**src/rtl/multireg_bank.sv**
```systemverilog
// -----------------------------------------------------------------------------
// multireg_bank
//   Parametrised bank of NUM_REGS registers of WIDTH bits, loaded from a shared
//   data bus. Registers are written in two ways: by direct per-register write
//   enables, or by a sequenced burst that fills reg 0 .. NUM_REGS-1 in order
//   under valid/ready handshaking, with abort. A registered read-back port
//   returns one register, selected by address.
//
//   Optional feature (compile-time macro MULTIREG_SHADOW_EN):
//     defined   - burst words collect in a shadow array. All visible registers
//                 load from it on the edge that accepts the last word. An abort
//                 leaves the visible registers untouched.
//     undefined - burst words write the visible registers immediately. No
//                 shadow storage is built.
//
// Ports
//   Clock        in   rising-edge clock
//   Reset        in   asynchronous, active-low reset
//   Data_Bus     in   [WIDTH]           shared write data
//   Wr_En        in   [NUM_REGS]        direct write enables, bit i -> reg i
//   Burst_Start  in   start a burst at reg 0 (taken in IDLE only)
//   Burst_Valid  in   Data_Bus holds a burst word
//   Burst_Abort  in   terminate the active burst
//   Burst_Ready  out  bank accepts a burst word this cycle
//   Burst_Done   out  one-cycle pulse after a complete burst
//   Busy         out  burst in progress (BURST or DONE)
//   Rd_Addr      in   [AW]              read-back select
//   Rd_Data      out  [WIDTH]           registered read-back data (0 if out of range)
//   Regs         out  [NUM_REGS*WIDTH]  all registers, reg i at [i*WIDTH +: WIDTH]
// -----------------------------------------------------------------------------
module multireg_bank #(
  parameter int               WIDTH     = 8,
  parameter int               NUM_REGS  = 4,
  parameter logic [WIDTH-1:0] RESET_VAL = '0,
  localparam int              AW        = (NUM_REGS > 2) ? $clog2(NUM_REGS) : 1
) (
  input  logic                      Clock,
  input  logic                      Reset,
  input  logic [WIDTH-1:0]          Data_Bus,
  input  logic [NUM_REGS-1:0]       Wr_En,
  input  logic                      Burst_Start,
  input  logic                      Burst_Valid,
  input  logic                      Burst_Abort,
  output logic                      Burst_Ready,
  output logic                      Burst_Done,
  output logic                      Busy,
  input  logic [AW-1:0]             Rd_Addr,
  output logic [WIDTH-1:0]          Rd_Data,
  output logic [NUM_REGS*WIDTH-1:0] Regs
);

  typedef enum logic [1:0] {
    S_IDLE  = 2'd0,
    S_BURST = 2'd1,
    S_DONE  = 2'd2
  } state_e;

  state_e           state_q, state_d;
  logic [AW-1:0]    ptr_q, ptr_d;
  logic [WIDTH-1:0] regs_q [NUM_REGS];
  logic [WIDTH-1:0] regs_d [NUM_REGS];
  logic [WIDTH-1:0] rd_data_q, rd_data_d;

  // A burst word is taken only when no abort comes in the same cycle.
  // An abort drops that word.
  logic burst_accept;
  logic burst_last;

  assign burst_accept = (state_q == S_BURST) && Burst_Valid && !Burst_Abort;
  assign burst_last   = burst_accept && (ptr_q == AW'(NUM_REGS - 1));

  // ---------------------------------------------------------------------------
  // Burst sequencer: next state and pointer
  // ---------------------------------------------------------------------------
  always_comb begin
    // NOTE: every signal assigned in a combinational block gets a default first;
    // a path that leaves one unassigned would infer a latch.
    state_d = state_q;
    ptr_d   = ptr_q;
    unique case (state_q)
      S_IDLE: begin
        if (Burst_Start) begin
          state_d = S_BURST;
          ptr_d   = '0;
        end
      end
      S_BURST: begin
        if (Burst_Abort) begin
          state_d = S_IDLE;
          ptr_d   = '0;
        end else if (Burst_Valid) begin
          if (burst_last) begin
            state_d = S_DONE;
            ptr_d   = '0;
          end else begin
            ptr_d = ptr_q + AW'(1);
          end
        end
      end
      S_DONE: begin
        // A Start here is ignored; the bank always returns to IDLE.
        state_d = S_IDLE;
      end
      default: begin
        state_d = S_IDLE;
        ptr_d   = '0;
      end
    endcase
  end

`ifdef MULTIREG_SHADOW_EN
  // ---------------------------------------------------------------------------
  // Shadow array. It is not cleared on abort or on reset. The next burst fills
  // every entry before the commit reads it, so stale contents never show.
  // ---------------------------------------------------------------------------
  logic [WIDTH-1:0] shadow_q [NUM_REGS];

  // NOTE: storage arrays have no reset. Only the control state needs one, and
  // leaving the array out of reset lets it map to plain flops or RAM.
  always_ff @(posedge Clock) begin
    if (burst_accept) begin
      for (int i = 0; i < NUM_REGS; i++) begin
        if (ptr_q == AW'(i)) shadow_q[i] <= Data_Bus;
      end
    end
  end
`endif

  // ---------------------------------------------------------------------------
  // Register write arbitration. Direct writes come first. The burst path comes
  // last so that it wins a collision on the same register.
  // ---------------------------------------------------------------------------
  always_comb begin
    for (int i = 0; i < NUM_REGS; i++) begin
      regs_d[i] = regs_q[i];
      if (Wr_En[i]) regs_d[i] = Data_Bus;
    end
`ifdef MULTIREG_SHADOW_EN
    // Commit: the last word comes straight from the bus. It has not reached
    // the shadow array yet.
    if (burst_last) begin
      for (int i = 0; i < NUM_REGS; i++) begin
        regs_d[i] = (i == NUM_REGS - 1) ? Data_Bus : shadow_q[i];
      end
    end
`else
    if (burst_accept) begin
      for (int i = 0; i < NUM_REGS; i++) begin
        if (ptr_q == AW'(i)) regs_d[i] = Data_Bus;
      end
    end
`endif
  end

  // Read-back mux. An address that matches no register (NUM_REGS not a power
  // of two) returns zero.
  always_comb begin
    rd_data_d = '0;
    for (int i = 0; i < NUM_REGS; i++) begin
      if (Rd_Addr == AW'(i)) rd_data_d = regs_q[i];
    end
  end

  // ---------------------------------------------------------------------------
  // State registers
  // ---------------------------------------------------------------------------
  // NOTE: sequential state uses non-blocking assignments only. Each flop then
  // samples pre-edge values, and read-back sees the old register contents.
  always_ff @(posedge Clock or negedge Reset) begin
    if (!Reset) begin
      state_q   <= S_IDLE;
      ptr_q     <= '0;
      rd_data_q <= '0;
      for (int i = 0; i < NUM_REGS; i++) regs_q[i] <= RESET_VAL;
    end else begin
      state_q   <= state_d;
      ptr_q     <= ptr_d;
      rd_data_q <= rd_data_d;
      for (int i = 0; i < NUM_REGS; i++) regs_q[i] <= regs_d[i];
    end
  end

  // ---------------------------------------------------------------------------
  // Outputs (decoded from the registered state, so glitch-free)
  // ---------------------------------------------------------------------------
  assign Burst_Ready = (state_q == S_BURST);
  assign Burst_Done  = (state_q == S_DONE);
  assign Busy        = (state_q != S_IDLE);
  assign Rd_Data     = rd_data_q;

  for (genvar g = 0; g < NUM_REGS; g++) begin : g_flat
    assign Regs[g*WIDTH +: WIDTH] = regs_q[g];
  end

endmodule
```
**config.mk**
```make
export PLATFORM = sky130hd
export DESIGN_NAME = multireg_bank
export DESIGN_NICKNAME = d
export VERILOG_FILES = /design/src/rtl/multireg_bank.sv
export SDC_FILE = /design/constraint.sdc
export NUM_CORES = 1
export LEC_CHECK = 0
export CORE_MARGIN = 2
export CORE_UTILIZATION = 45
export DETAILED_ROUTE_END_ITERATION = 16
export HOLD_SLACK_MARGIN = 0.1
export MAX_ROUTING_LAYER = met4
export PLACE_DENSITY_LB_ADDON = 0.15
export SETUP_SLACK_MARGIN = 0.3
export SLEW_MARGIN = 20
export SYNTH_ARGS = -nofsm -noshare
export SYNTH_HDL_FRONTEND = slang
export SYNTH_SLANG_ARGS = --single-unit
```
**constraint.sdc**
```tcl
create_clock -name Clock -period 1.6 [get_ports Clock]
set_input_delay 0.16 -clock Clock [delete_from_list [all_inputs] [get_ports Clock]]
set_output_delay 0.16 -clock Clock [all_outputs]
set_load 0.05 [all_outputs]
```
=== Yosys cells after proc, flatten, opt, wreduce, memory -nomap -nowiden ===
Index checks and enable logic that the tools add are counted.

* Memories: 0
* Bits in latches: 0
* Output and inout bits: 43
* Register bits after elaboration: 44
* ROM bits: 0
* Input bits: 19
* Bits in writable memories: 0
* Word-level logic and storage cells: 53

* $mul: 0
* Bitwise operators: 1
* Reductions and logical operators: 10
* Shift-type cells: 0
* Eq/ne operators: 11
* $add $sub $neg: 1
* Magnitude comparators: 0
* Div/mod/pow operators: 0
* Muxes and demuxes: 23

{| class="wikitable"
|+ Operators with widths
! kind !! number
|-
| two-way mux 8 bit || 12
|-
| two-way mux 32 bit || 1
|-
| two-way mux 2 bit || 8
|-
| == test 2 bit (second input constant) || 5
|-
| == test 2 x 1 -> 1 bit (second input constant) || 3
|-
| logical NOT 2 bit || 3
|-
| one-hot mux 2 bit (3 select lines) || 1
|-
| AND reduction 3 bit || 2
|-
| one-hot mux 2 bit (2 select lines) || 1
|-
| logical AND 1 bit || 3
|-
| inequality test 3 x 2 -> 1 bit (second input constant) || 1
|-
| inequality test 3 bit (second input constant) || 1
|-
| adder 2 x 1 -> 2 bit (second input constant) || 1
|-
| inequality test 2 bit (second input constant) || 1
|-
| nonzero test 2 bit || 1
|-
| logical NOT 1 bit || 1
|-
| NOT 1 bit || 1
|}

=== Depth between registers and ports, before layout ===
* Depth in word-level cells: 8
* Depth in mapped cells: 4
* Gate-level depth less buffers: 4

=== Worst setup path after synthesis ===
OpenSTA, ideal clock, no wires.

* Path type: reg2reg
* From: register state_q[0]
* To: register regs_q, in the netlist Regs[0]
* Buffers on the path: 1
* Setup time: 0.125 ns
* Path slack: 0.122 ns
* Arrival: 1.353 ns
* Data required time: 1.475 ns
* Clock period less this slack: 1.478 ns
* Cell stages (with the launch flop): 5
* Cell sequence: dfrtp_1 -> nor4bb_4 -> buf_6 -> a21oi_4 -> mux2_4

{| class="wikitable"
|+ RTL lines
! item !! line !! text
|-
| start: declaration || 58 || <nowiki>state_e state_q, state_d;</nowiki>
|-
| start signal: assignment || 176 || <nowiki>state_q <= state_d;</nowiki>
|-
| end: declaration || 60 || <nowiki>logic [WIDTH-1:0] regs_q [NUM_REGS];</nowiki>
|}

=== Worst setup path in the final report ===
* From: register state_q[1]
* To: output Burst_Ready

* Longest elaborated chain between the ends: 1

{| class="wikitable"
|+ RTL lines
! item !! line !! text
|-
| == test 2 x 1 -> 1 bit || 186 || <nowiki>assign Burst_Ready = (state_q == S_BURST);</nowiki>
|-
| end: declaration || 44 || <nowiki>output logic Burst_Ready,</nowiki>
|}

Every way passes these cells.

==> run_results.csv <==
group,metric,value,unit
yosys,yosysTopAreaCellShare,0.567,
power_and_ir_drop,cellPowerDensity,1120,mW/mm2
critical_path,r2r_cells,5,
critical_path,critPathMaxStageDelay,420,ps
routing,drcViolationCount,0,
global_route,grt_pass1_wl,7480,um
cts,clk_latency,300,ps
critical_path,reg2reg_to,"Regs[0]$_DFF_PN0_",
floorplanning,num_io_pins,62,
critical_path,cp_cell_sequence,"buf_4 > buf_6 > and2b_2 > buf_12",
routing,wl_per_cell,17.9,um
layout,diodes,0,
placed_design,place_congestion,0.789,
critical_path,r2r_start,"state_q[1]$_DFFE_PN0P_",
cts,clk_root_buffer_cell,"clkbuf_8",
floorplanning,die_area,0.00486,mm2
critical_path,crit_cells,4,
flow_run,max-cap-violations,0,
sta,grt_setup_unrepaired,"true",
critical_path,worstPathMaxFanout,6,
critical_path,end_kind,"output port",
critical_path,crit_end,"Burst_Ready",
global_route,track_usage,0.210,
sta,fmax,652,MHz
layout,regArea,0.00110,mm2
power_and_ir_drop,power.leakage,0.00132,uW
yosys,yosys-top-cells-area,"dfrtp_1 57%, mux2_2 14%, mux4_2 9.3%, mux2_4 6.2%, a21oi_4 3.3%",
routing,drt_first_iter_violations,66,
critical_path,path_class,"flop to output port",
cts,clock-sinks,44,
layout,final_layout_size_suffix_gt1_frac,0.614,
power_and_ir_drop,max-vdd-ir-drop,0.610,mV
critical_path,ff2ff_setup_slack,80,ps
yosys,ys_seq_area_frac,0.567,
worst_hold_path,hold_class,"input port to asynchronous set/reset pin",
cts,cts_buffer_depth,2,
sta,worst_hold_slack,339,ps
critical_path,critPathLaunch,"state_q[1]$_DFFE_PN0P_",
yosys,syn_inst,113,
critical_path,worstPathArrival,1370,ps
yosys,yosysWarnings,0,
floorplanning,start_util,0.476,
routing,vias,1291,
layout,fillers,290,
yosys,synthesis.area,0.00194,mm2
global_route,grt-ovfl-total,0,
sta,slew_headroom,0.687,
yosys,syn-num-nets,136,
run_status,status,"finished, final reports clean",
layout,finalNetCount,220,
placed_design,pre_cts_ws,-196,ps
sta,slew_viol_final,0,
cts,cts_htree_levels,2,
sta,finalCriticalPeriod,1530,ps
cts,numCtsBuffers,5,
sta,finalHoldViolCount,0,
global_route,grt_max_degree,22,
sta,fin_ws,66.2,ps
sta,worst_pin_slew,470,ps
critical_path,worst-path-buf-inv,3,
floorplanning,core-area,0.00409,mm2
cts,clk_pin_slew,80,ps
sta,post-route-period-util,0.959,
placed_design,port_buffers,61,
critical_path,critPathRequiredTime,1440,ps
yosys,synth_seq_cells,44,
sta,setup_viol,0,
global_route,antenna_found_initial,0,
floorplanning,num_rows,23,
routing,ant_nets,0,
routing,drt_wl_total,4420,um
cts,cts_tree,"yes",
yosys,syn_area_per_cell,17.2,um2
floorplanning,die_h,69.7,um
sta,fin_worst_skew,3.32,ps
layout,multi_input_area,885,um2
routing,via_per_inst,5.23,
critical_path,critical_path.startpoint_type,"flop",
global_route,grt_pass1_vias,1435,
floorplanning,die_x,69.7,um
layout,area_delta_synth_final,48.1,%
yosys,synth_top_area_cell,"dfrtp_1",
routing,drtPass1Iterations,4,
critical_path,cpLargestDelayFamily,"flip-flops",
critical_path,slowest_stage,"dfrtp_1",
yosys,ys_types,22,
## Yosys cell counts
cell type / n
mux2i_1: 3
and2_1: 1
mux2_4: 8
and2b_1: 1
nand3b_1: 2
nand2b_1: 1
ha_1: 4
buf_6: 1
or2_2: 1
mux2_2: 24
o21ai_0: 1
clkbuf_1: 1
nor4bb_4: 1
o31ai_1: 1
mux4_2: 8
nor2b_1: 1
dfrtp_1: 44
a21oi_4: 4
nor2_1: 1
a21oi_1: 2
buf_2: 1
inv_1: 2
## worst reg2reg max path: cells and delay by family, from the launching register on
kind | cells | cell delay [ps]
multiplexers | 1 | 300
AND/OR/NAND/NOR | 1 | 280
AO/OA/AOI/OAI | 1 | 70
flip-flops | 1 | 420
buffers and inverters | 2 | 330
## layout make-up
class,instances,area share
clock buffers,6,0.0252
clock inverters,1,0.00174
inverters,2,0.00261
multi-input cells,64,0.307
flip-flops and latches,44,0.383
well taps,50,0.0217
repair buffers,80,0.259
## worst min-delay path by stage
stage	from	endpoint	slack (ps)	cells after the start
floorplan	Reset	Rd_Data[0]$_DFF_PN0_	-140	0
global placement	Reset	Rd_Data[4]$_DFF_PN0_	120	1
detailed placement	Reset	Regs[1]$_DFF_PN0_	140	1
CTS	Reset	Regs[15]$_DFF_PN0_	350	2
global route	Reset	Regs[15]$_DFF_PN0_	370	2
finish	Reset	Regs[12]$_DFF_PN0_	340	2
## registers in the layout, summed over array words and instances (netlist names)
register and count:
Rd_Data 8, Regs 32, state_q 2, ptr_q 2
## where the power goes
group	leakage [uW]	switching (uW)	total (uW)	internal (uW)
sequential	0.000520	97.4	1340	1250
clock	0.0000410	370	667	297
combinational	0.000763	714	1200	490
## cells in the final DEF (no fill, tap or decap), drive strengths merged
| cell | count |
|---|---|
| dlygate4sd3 | 1 |
| mux2 | 32 |
| nor2 | 1 |
| a21oi | 6 |
| o31ai | 1 |
| clkbuf | 6 |
| nand3b | 2 |
| nand2b | 1 |
| buf | 62 |
| inv | 2 |
| and2b | 1 |
| nor4bb | 1 |
| mux2i | 3 |
| o21ai | 1 |
| and2 | 1 |
| mux4 | 8 |
| nor2b | 1 |
| or2 | 1 |
| dfrtp | 44 |
| clkdlybuf4s50 | 17 |
| clkinv | 1 |
| ha | 4 |
## per-stage QoR
step | std cells | cell area [um2] | util | TNS, ps | total power [uW]
after floorplan | 113 | 1990 | - | 0 | 2110
after global placement | 236 | 2720 | 0.665 | -4770 | 2520
after detailed placement | 236 | 2720 | 0.665 | -5580 | 2540
after CTS | 245 | 2850 | 0.697 | 0 | 3230
after global routing | 247 | 2880 | 0.704 | 0 | 3360
final | 247 | 2880 | 0.704 | 0 | 3220
## routing by layer
layer / part of all wire / GRT usage
met1: 0.41 / 0.240
met2: 0.52 / 0.348
met3: 0.047 / 0.0523
met4: 0.021 / 0.100
met5: 0 / -
## cells by family after synthesis
logic type	after synthesis	share of synthesized area
buf+inv	5	0.0142
flops	44	0.567
mux	43	0.309
simple gates	9	0.0393
compound gates	8	0.0451
fa+ha+maj	4	0.0258
## timing repair
item,4_1_cts,5_1_grt
buffers inserted,1,2
setup endpoints to repair,37,37
gates resized for setup,13,4
pin swaps,0,1
endpoints found under the hold margin,19,0
hold buffers,1,0
No activity file was read; power rests on OpenSTA's default activity.
